**src/rtl/id_exe_pipe.sv**
```systemverilog
// ID->EXE pipeline register with RAW-hazard interlock and a saturating stall counter.
// Build option: define FORWARDING_EN for load-use-only interlock (EXE forwarding present);
// leave it undefined for a full interlock against the EXE and MEM stages.
module id_exe_pipe (
  input  logic        clk,
  input  logic        rst,
  input  logic        freeze,
  input  logic        flush,
  input  logic [3:0]  src1_ID,
  input  logic [3:0]  src2_ID,
  input  logic [3:0]  ST_src_ID,
  input  logic        use_src2_ID,
  input  logic [3:0]  dest_ID,
  input  logic        WB_EN_ID,
  input  logic        MEM_R_EN_ID,
  input  logic        MEM_W_EN_ID,
  input  logic [3:0]  EXE_CMD_ID,
  input  logic [31:0] val1_ID,
  input  logic [31:0] val2_ID,
  input  logic [31:0] ST_val_ID,
  input  logic [3:0]  dest_MEM,
  input  logic        WB_EN_MEM,
  output logic [3:0]  src1_EXE,
  output logic [3:0]  src2_EXE,
  output logic [3:0]  ST_src_EXE,
  output logic [3:0]  dest_EXE,
  output logic        WB_EN_EXE,
  output logic        MEM_R_EN_EXE,
  output logic        MEM_W_EN_EXE,
  output logic [3:0]  EXE_CMD_EXE,
  output logic [31:0] val1_EXE,
  output logic [31:0] val2_EXE,
  output logic [31:0] ST_val_EXE,
  output logic        hazard_stall,
  output logic [15:0] stall_count
);

  logic hazard;

  // True when the ID instruction reads register r as an operand.
  function automatic logic id_uses(input logic [3:0] r);
    return (r == src1_ID) || (use_src2_ID && (r == src2_ID)) ||
           (MEM_W_EN_ID && (r == ST_src_ID));
  endfunction

  // Hazard detection; WB is never checked since the register file writes before it reads.
`ifdef FORWARDING_EN
  logic unused_mem;
  assign unused_mem = ^{dest_MEM, WB_EN_MEM};

  always_comb begin
    hazard = WB_EN_EXE & MEM_R_EN_EXE & id_uses(dest_EXE);
  end
`else
  always_comb begin
    hazard = (WB_EN_EXE & id_uses(dest_EXE)) | (WB_EN_MEM & id_uses(dest_MEM));
  end
`endif

  assign hazard_stall = hazard & ~flush & ~freeze;

  // Pipeline register: freeze holds, flush/hazard inject a bubble, otherwise capture ID.
  always_ff @(posedge clk or negedge rst) begin
    if (!rst) begin
      src1_EXE     <= '0;
      src2_EXE     <= '0;
      ST_src_EXE   <= '0;
      dest_EXE     <= '0;
      WB_EN_EXE    <= 1'b0;
      MEM_R_EN_EXE <= 1'b0;
      MEM_W_EN_EXE <= 1'b0;
      EXE_CMD_EXE  <= '0;
      val1_EXE     <= '0;
      val2_EXE     <= '0;
      ST_val_EXE   <= '0;
    end else if (!freeze) begin
      if (flush || hazard) begin
        src1_EXE     <= '0;
        src2_EXE     <= '0;
        ST_src_EXE   <= '0;
        dest_EXE     <= '0;
        WB_EN_EXE    <= 1'b0;
        MEM_R_EN_EXE <= 1'b0;
        MEM_W_EN_EXE <= 1'b0;
        EXE_CMD_EXE  <= '0;
        val1_EXE     <= '0;
        val2_EXE     <= '0;
        ST_val_EXE   <= '0;
      end else begin
        src1_EXE     <= src1_ID;
        src2_EXE     <= src2_ID;
        ST_src_EXE   <= ST_src_ID;
        dest_EXE     <= dest_ID;
        WB_EN_EXE    <= WB_EN_ID;
        MEM_R_EN_EXE <= MEM_R_EN_ID;
        MEM_W_EN_EXE <= MEM_W_EN_ID;
        EXE_CMD_EXE  <= EXE_CMD_ID;
        val1_EXE     <= val1_ID;
        val2_EXE     <= val2_ID;
        ST_val_EXE   <= ST_val_ID;
      end
    end
  end

  // Stall-cycle counter: counts interlock bubbles only, saturating at all-ones.
  always_ff @(posedge clk or negedge rst) begin
    if (!rst) begin
      stall_count <= '0;
    end else if (!freeze && !flush && hazard && (stall_count != 16'hFFFF)) begin
      stall_count <= stall_count + 16'd1;
    end
  end

endmodule

```
**config.mk**
```make
export PLATFORM = sky130hd
export DESIGN_NAME = id_exe_pipe
export DESIGN_NICKNAME = d
export VERILOG_FILES = /design/src/rtl/id_exe_pipe.sv
export SDC_FILE = /design/constraint.sdc
export NUM_CORES = 1
export LEC_CHECK = 0
export BUFFER_PORTS_ARGS = -buffer_cell sky130_fd_sc_hd__buf_2
export CAP_MARGIN = 30
export CORE_AREA = 2 2 120 122
export CTS_BUF_LIST = sky130_fd_sc_hd__clkbuf_16
export DETAILED_ROUTE_END_ITERATION = 8
export DIE_AREA = 0 0 122 124
export GPL_TIMING_DRIVEN = 1
export PLACE_DENSITY = 0.79
export SYNTH_ARGS = -nofsm -noshare
export SYNTH_HDL_FRONTEND = slang
export SYNTH_SLANG_ARGS = --single-unit
```
**constraint.sdc**
```tcl
create_clock -name clk -period 3.25 [get_ports clk]
set_input_delay 0.65 -clock clk [delete_from_list [all_inputs] [get_ports clk]]
set_output_delay 0.65 -clock clk [all_outputs]
set_load 0.1 [all_outputs]
```
==> results of run 1 <==
[logic make-up after synthesis]
kind of cell / share of synthesized area (%)
AO/OA/AOI/OAI: 20.15
XOR/XNOR: 6.140
adder cells (fa/ha/maj): 0.2308
AND/OR/NAND/NOR: 5.102
buffers and inverters: 5.656
flip-flops: 62.33
multiplexers: 0.3924
[registers in the layout (all words and copies together), names as in the netlist, 16 cells and up]
name and count:
ST_val_EXE 32, val1_EXE 32, val2_EXE 32, stall_count 16
[layout make-up]
cell class | count | area [sq um] | share of cell area, %
inverter | 1 | 3.754 | 0.05053
clock inverter | 15 | 225.2 | 3.032
sequential | 135 | 3378 | 45.48
clock buffer | 17 | 425.4 | 5.727
tap | 180 | 225.2 | 3.032
timing repair buffer | 270 | 1435 | 19.32
multi-input combinational | 210 | 1735 | 23.36
[critical path: stages, from the launching register on]
cell and delay (ps):
dfrtp_1 450, xor2_1 200, nor4_2 320, a31oi_2 80, a41oi_2 350, buf_12 220
[metal layers]
metal	vias up	global-route usage, %	routed length, um
met4	0	7.687	279
met3	26	5.266	950
li1	1941	-	-
met2	186	32.19	7442
met5	-	0	0
met1	2124	22.68	5787
[synthesized netlist by cell type]
master / count / area, sq um
xor2_1: 19 / 166.4
a311oi_2: 1 / 15.01
buf_6: 3 / 33.78
a22o_1: 118 / 1033
nand4b_1: 1 / 8.760
nor3_1: 3 / 15.01
nand2_2: 1 / 6.260
mux2_2: 1 / 11.26
nor4_2: 1 / 12.51
or2_2: 1 / 6.260
nor4_1: 2 / 12.51
a41oi_2: 1 / 16.27
nand4_1: 6 / 37.54
and3_1: 9 / 56.30
ha_1: 1 / 12.51
buf_12: 11 / 220.2
and2_1: 3 / 18.77
dfrtp_1: 135 / 3378
nand3_1: 12 / 60.06
nand4_2: 1 / 12.51
nor2_4: 1 / 11.26
nor2_1: 2 / 7.510
o21ai_1: 1 / 5.000
clkbuf_1: 13 / 48.80
inv_1: 1 / 3.750
a22o_2: 1 / 10.01
mux2i_1: 1 / 10.01
a31oi_2: 1 / 12.51
nand2_1: 3 / 11.26
xnor2_1: 19 / 166.4
[report_power, final]
| group | internal [uW] | switching, uW |
|---|---|---|
| Combinational | 300 | 1360 |
| Clock | 1370 | 740 |
| Sequential | 1830 | 95.8 |
| Total | 3490 | 2200 |
[worst paths after layout]
check	from	to	slack, ps
max	dest_EXE[1]	hazard_stall	550
min	rst	val2_EXE[1]	200
max reg2reg	dest_EXE[3]	ST_val_EXE[21]	890
min reg2reg	stall_count[15]	stall_count[15]	490
max in group asynchronous	rst	ST_src_EXE[3]	2280
min in group clk	dest_ID[3]	dest_EXE[3]	450
[per-stage QoR]
stage | instances | instance area (sq um)
finish | 828 | 7428
global route | 828 | 7428
CTS | 828 | 7428
detailed placement | 796 | 6778
global placement | 795 | 6750
floorplan | 373 | 5420
==> reports/results.txt, run 1 <==
For this run, the top clock speed supported by timing is 0.3703 GHz. The placed wire-length estimate was 10320 um; the fraction of the cycle the final worst path needs was 83.10%. The tools report the standard-cell row count as 43. After clock tree synthesis, the clock-pin slew on the worst setup and hold paths is 60 ps. The worst hold path belongs to the class in -> async.

Area inside the core boundary: 0.01372 sq mm. The power density over cell area works out to 766.2 mW/mm^2. At the end of routability-driven placement, the weighted congestion stood at 0.8857. In this run the static leakage power is 0.004024 uW. Setup repair after global routing left no endpoint under its margin. The run finished with clean final reports. The endpoint class of the critical path was an output port.

After synthesis the netlist holds a flip-flop and latch count of 135. The final hold violation count came out at 0. The final layout contains routed wiring with a total length of 14460 um.

STA classifies the critical path startpoint as a flip-flop. The tools report the total clock buffers created by CTS as 17. Dividing the detail-routed wire length by the instance count gives 17.46 um. The logs give 0 for the total setup buffers inserted after CTS and 200.3 ps for the tightest hold margin. For this run the aggregate overflow at the end of global routing stands at 0. Entering global routing, the biggest net connects 112 pins. The library cells used most frequently in the layout, excluding fill and tap cells, are buf_2, dfrtp_1, a22o_1, xor2_1, xnor2_1. The pin slew with the least headroom to its limit came out at 565.6 ps. The post-cts hold buffer count is 0. Measured against its own limit, the worst slew margin works out to 62.29%.

The design draws 5691 uW. Count of final max-slew check failures: 0. TritonCTS built the clock tree. Of the cells placed in the final design, the portion with a size suffix greater than 1 is 47.99%. The logs give 549.4 ps for the setup slack of the critical path after layout and 0 for the number of max-cap violations. The die span in x came out at 122 um. Arrival time of data at the critical path endpoint: 2050 ps. The clock root buffer was clkbuf_16. The longest clock path from root to sink contains 2 buffers. The most common library cell in the layout ignoring fill and taps is buf_2. The area growth from synthesis to layout is 37.05%.

The tools report the required time at the endpoint of the critical path as 2600 ps. For this run, the post-layout net count is 765. In this run, distinct cell masters in the synthesized netlist total 30. The die is 124 um tall. Measured in cells, the most critical reg-to-reg path has a length of 7. The proportion of synthesized chip area in sequential cells came out at 62.33%.

The routed layout has 4277 vias. For this design the top-level I/O count stands at 265. The type of the worst setup path was reg -> out.

The number of levels in the clock H-tree was 4; the mean area per synthesized cell was 14.53 sq um. The run gives 18.91% as the overall global routing resource usage. The routed design could run at a clock period as short as 2701 ps. The run gives 0.2878 mV as the worst IR drop on VDD. The post-CTS resize count is 0. After detailed routing, the number of vias per cell comes to 5.165.

The Yosys step of the flow raised 0 warnings. For this run, the share of the core covered by cells in the final layout is 54.14%. The first global-routing pass estimated 22090 um of wire. The number of inserted filler cells in the final layout was 1199.

The tools report the effective utilization at floorplan as 39.51%. The number of antenna violations at the first check in global routing came out at 0. OpenSTA, run right after detailed placement, puts the worst setup slack at 700.1 ps. Maximum fanout encountered on the critical timing path: 5. In the routed design, unresolved DRC markers number 0.

The tools report the clock latency reported for the late side of the worst-skew pair as 420 ps. The die covers 0.01513 sq mm. The count of nets left with antenna violations once routing finished came out at 0. Synthesis produced a netlist whose cell count is 373. The count of antenna diodes in the layout came out at 0.

The via count of the first global-routing pass was 4292; the count of buffers from port buffering was 264. For this design, the sink count on the clock tree is 135. Setup violations remaining at the end of the flow were counted as 0. The detailed router finished its first iteration with 253 violations. The number of nets produced by synthesis is 503, and the netlist area before placement is 0.005420 sq mm.

Across the routed clock network, the largest skew measured is 13.62 ps. In the final timing run, aggregate negative setup slack is 0 ps. The first detailed-routing pass took 6 iterations.
Note: power is estimated with default switching activity, not from simulation.
==> run 2: changes to the inputs <==
--- a/config.mk
+++ b/config.mk
@@ -12,7 +12,7 @@
 export DETAILED_ROUTE_END_ITERATION = 8
 export DIE_AREA = 0 0 122 124
 export GPL_TIMING_DRIVEN = 1
-export PLACE_DENSITY = 0.79
+export PLACE_DENSITY = 0.82
 export SYNTH_ARGS = -nofsm -noshare
 export SYNTH_HDL_FRONTEND = slang
 export SYNTH_SLANG_ARGS = --single-unit
==> constraint.sdc (replaced) <==
create_clock -name clk -period 2.4 [get_ports clk]
set_input_delay 0.48 -clock clk [delete_from_list [all_inputs] [get_ports clk]]
set_output_delay 0.48 -clock clk [all_outputs]
set_load 0.1 [all_outputs]
==> run 2 against run 1 <==
Net effect:
- the flow now finishes with violations (setup timing)
- clock power increased by 16%
- wire length increased by 0.77%
- cell count increased by 0.85%
- largest power group is now sequential cells
==> reports/results.txt, run 2 (synthesis results as in run 1) <==
The relative area change from synthesis to final layout works out to 37.58%. The final wirelength was 14570 um; the final core utilization was 54.35%. The count of final max-slew check failures was 0; the effective utilization at floorplan was 39.51%. In this run the critical register-to-register path is captured at stall_count[1].

The floorplan step defined a die boundary enclosing 0.01513 sq mm. End point of the critical path: hazard_stall. In the layout the commonest cells are buf_2, dfrtp_1, a22o_1, xor2_1, xnor2_1. At the later pin of the worst-skew pair, clock insertion delay measures 410 ps. The tools report the global-route wire length before repair as 21880 um.

Dividing the detail-routed wire length by the instance count gives 17.45 um. The run gives 11.42 ps as the final worst clock skew. The run gives 0.007457 sq mm as the area of all placed cells without fillers. The number of inserted filler cells in the final layout is 1136. The DRC marker count from the first detailed-route iteration was 187; the placed wire-length estimate was 10380 um. The root buffer cell chosen for the clock tree is clkbuf_16. The total area inside the core boundary comes to 0.01372 sq mm. The path class of the lowest-slack min-delay path was in -> reg. The setup path with the least slack is of type reg -> out.

Depth of the most critical reg-to-reg path: 9. The fraction of the cycle the final worst path needs is 104.7%, and the die span in x is 122 um. TritonCTS built the clock tree. The via count of the first global-routing pass was 4276. The required time at the endpoint of the critical path was 1920 ps.

The timing startpoint of the critical path is dest_EXE[2]. The clock edge transition at the registers on the reported setup and hold paths came out at 60 ps. The die is 124 um tall.

The run gives 2030 ps as the arrival time of data at the critical path endpoint. In the final layout, the registers with the most flip-flops are ST_val_EXE (32), val1_EXE (32), val2_EXE (32). The number of max-cap violations came out at 0. In this run the critical register-to-register path is launched from dest_EXE[2]. The logs give 4 for the detailed-router iteration count before antenna repair and 62.63% for the headroom to the max-slew limit. The logs give 0 for the number of antenna violations at the first check in global routing and 4 for the number of levels in the clock H-tree. Routability-driven placement finished with a final weighted congestion of 0.9383. Post-route DRC violation count: 0. After the last flow step, the layout net total stands at 772. The minimum period implied by the final worst setup slack was 2513 ps; the total number of vias was 4312. The worst IR drop on VDD is 0.4670 mV, and the static leakage is 0.004015 uW. In this run the power density over the cells is 984.2 mW/mm^2. For the total clock buffers created by CTS, the log shows 17. Entering global routing, the biggest net connects 71 pins.

After detailed placement, the total cell area comes to 0.006823 sq mm. For the setup slack on the worst flop-to-flop path, the log shows 200 ps. Derived from the worst setup path, the maximum achievable clock frequency is 0.3980 GHz. The count of antenna diodes in the layout is 0.

Leaving out fill and tap cells, the most frequent cell in the layout is buf_2. The tree built by TritonCTS fans out to 135 sinks. The tools report the overall global routing resource usage as 18.90%.

After global routing the overflow that remains totals 0. The run finished, with violations left. The logs give -112.7 ps for the setup slack of the critical path after layout and 7339 uW for the total chip power.

The final total negative setup slack is -112.7 ps, and the standard-cell row count is 43. Pin slew with the least headroom to its limit: 560.5 ps. Cells with a size suffix above 1 make up 49.47% of the layout. The maximum fanout encountered on the critical timing path was 4; the clock tree buffer depth was 2.

The final reports fail on setup timing. The final hold violation count was 0. The worst setup path is captured at an output port.

The number of vias per cell after detailed routing is 5.164. Setup repair after global routing could not meet its margin everywhere. The final setup violation count was 1; the count of nets left with antenna violations after detail routing was 0. During placement, the flow inserted port buffers numbering 264. The I/O pin total is 265.

Startpoint type of the worst setup path: a flip-flop.
==> run 2: cell types whose count changed in the layout (fill, tap and decap cells not counted), sizes merged <==
cell / delta
buf: +6
bufinv: -3
clkinv: +3
clkinvlp: +1
dlygate4sd3: +1
inv: -1
==> run 2: final cells by class <==
type | count | area [sq um] | share of cell area, %
clock buffer | 17 | 425.4 | 5.705
clock inverter | 15 | 137.6 | 1.846
inverter | 1 | 3.754 | 0.05034
multi-input combinational | 210 | 1774 | 23.79
sequential | 135 | 3388 | 45.44
tap | 180 | 225.2 | 3.020
timing repair buffer | 277 | 1503 | 20.15
==> run 2: repair_timing <==
action | 4_1_cts | 5_1_grt
cloned | 0 | 0
pin swaps | 2 | 5
hold buffers | 1 | 0
setup endpoints to repair | 1 | 1
endpoints found under the hold margin | 37 | 0
gates resized for setup | 1 | 4
buffers inserted | 1 | 2
==> run 2: power by group <==
group	internal (uW)	leakage, uW	total, uW	switching [uW]
Clock	1510	0.000273	2450	944
Combinational	418	0.00198	2270	1850
Sequential	2480	0.00176	2610	135
Total	4410	0.00401	7340	2930
==> run 2: layer usage <==
metal  track usage, %  vias up  share of wire [%]
li1                 -     1961                  -
met1            22.40     2141                 40
met2            32.51      185                 51
met3            5.220       25                6.8
met4            7.830        0                2.3
met5                0        -                  0
==> run 2: how the worst min path moves through the flow <==
stage	start	to	slack, ps	cells past startpoint
after floorplan	rst	EXE_CMD_EXE[0]	180	0
after global placement	rst	val2_EXE[8]	420	1
after detailed placement	rst	val2_EXE[8]	420	1
after CTS	ST_val_ID[0]	ST_val_EXE[0]	270	2
after global routing	val1_ID[21]	val1_EXE[21]	270	2
final	val1_ID[14]	val1_EXE[14]	280	2
==> run 2: critical path, stage by stage (launching register included) <==
cell     delay, ps
dfrtp_2        440
xnor2_1        140
nand2_1        110
nor4_4         320
o21ai_2        140
a41oi_4        250
buf_12         220
==> run 2: stage by stage <==
step	setup WS [ps]	hold WS, ps	std cells
after floorplan	54.95	184.4	373
after global placement	179.8	418.5	798
after detailed placement	109.4	424.8	799
after CTS	-101.1	266.9	833
after global routing	-180.5	269.5	835
final	-112.7	285.0	835
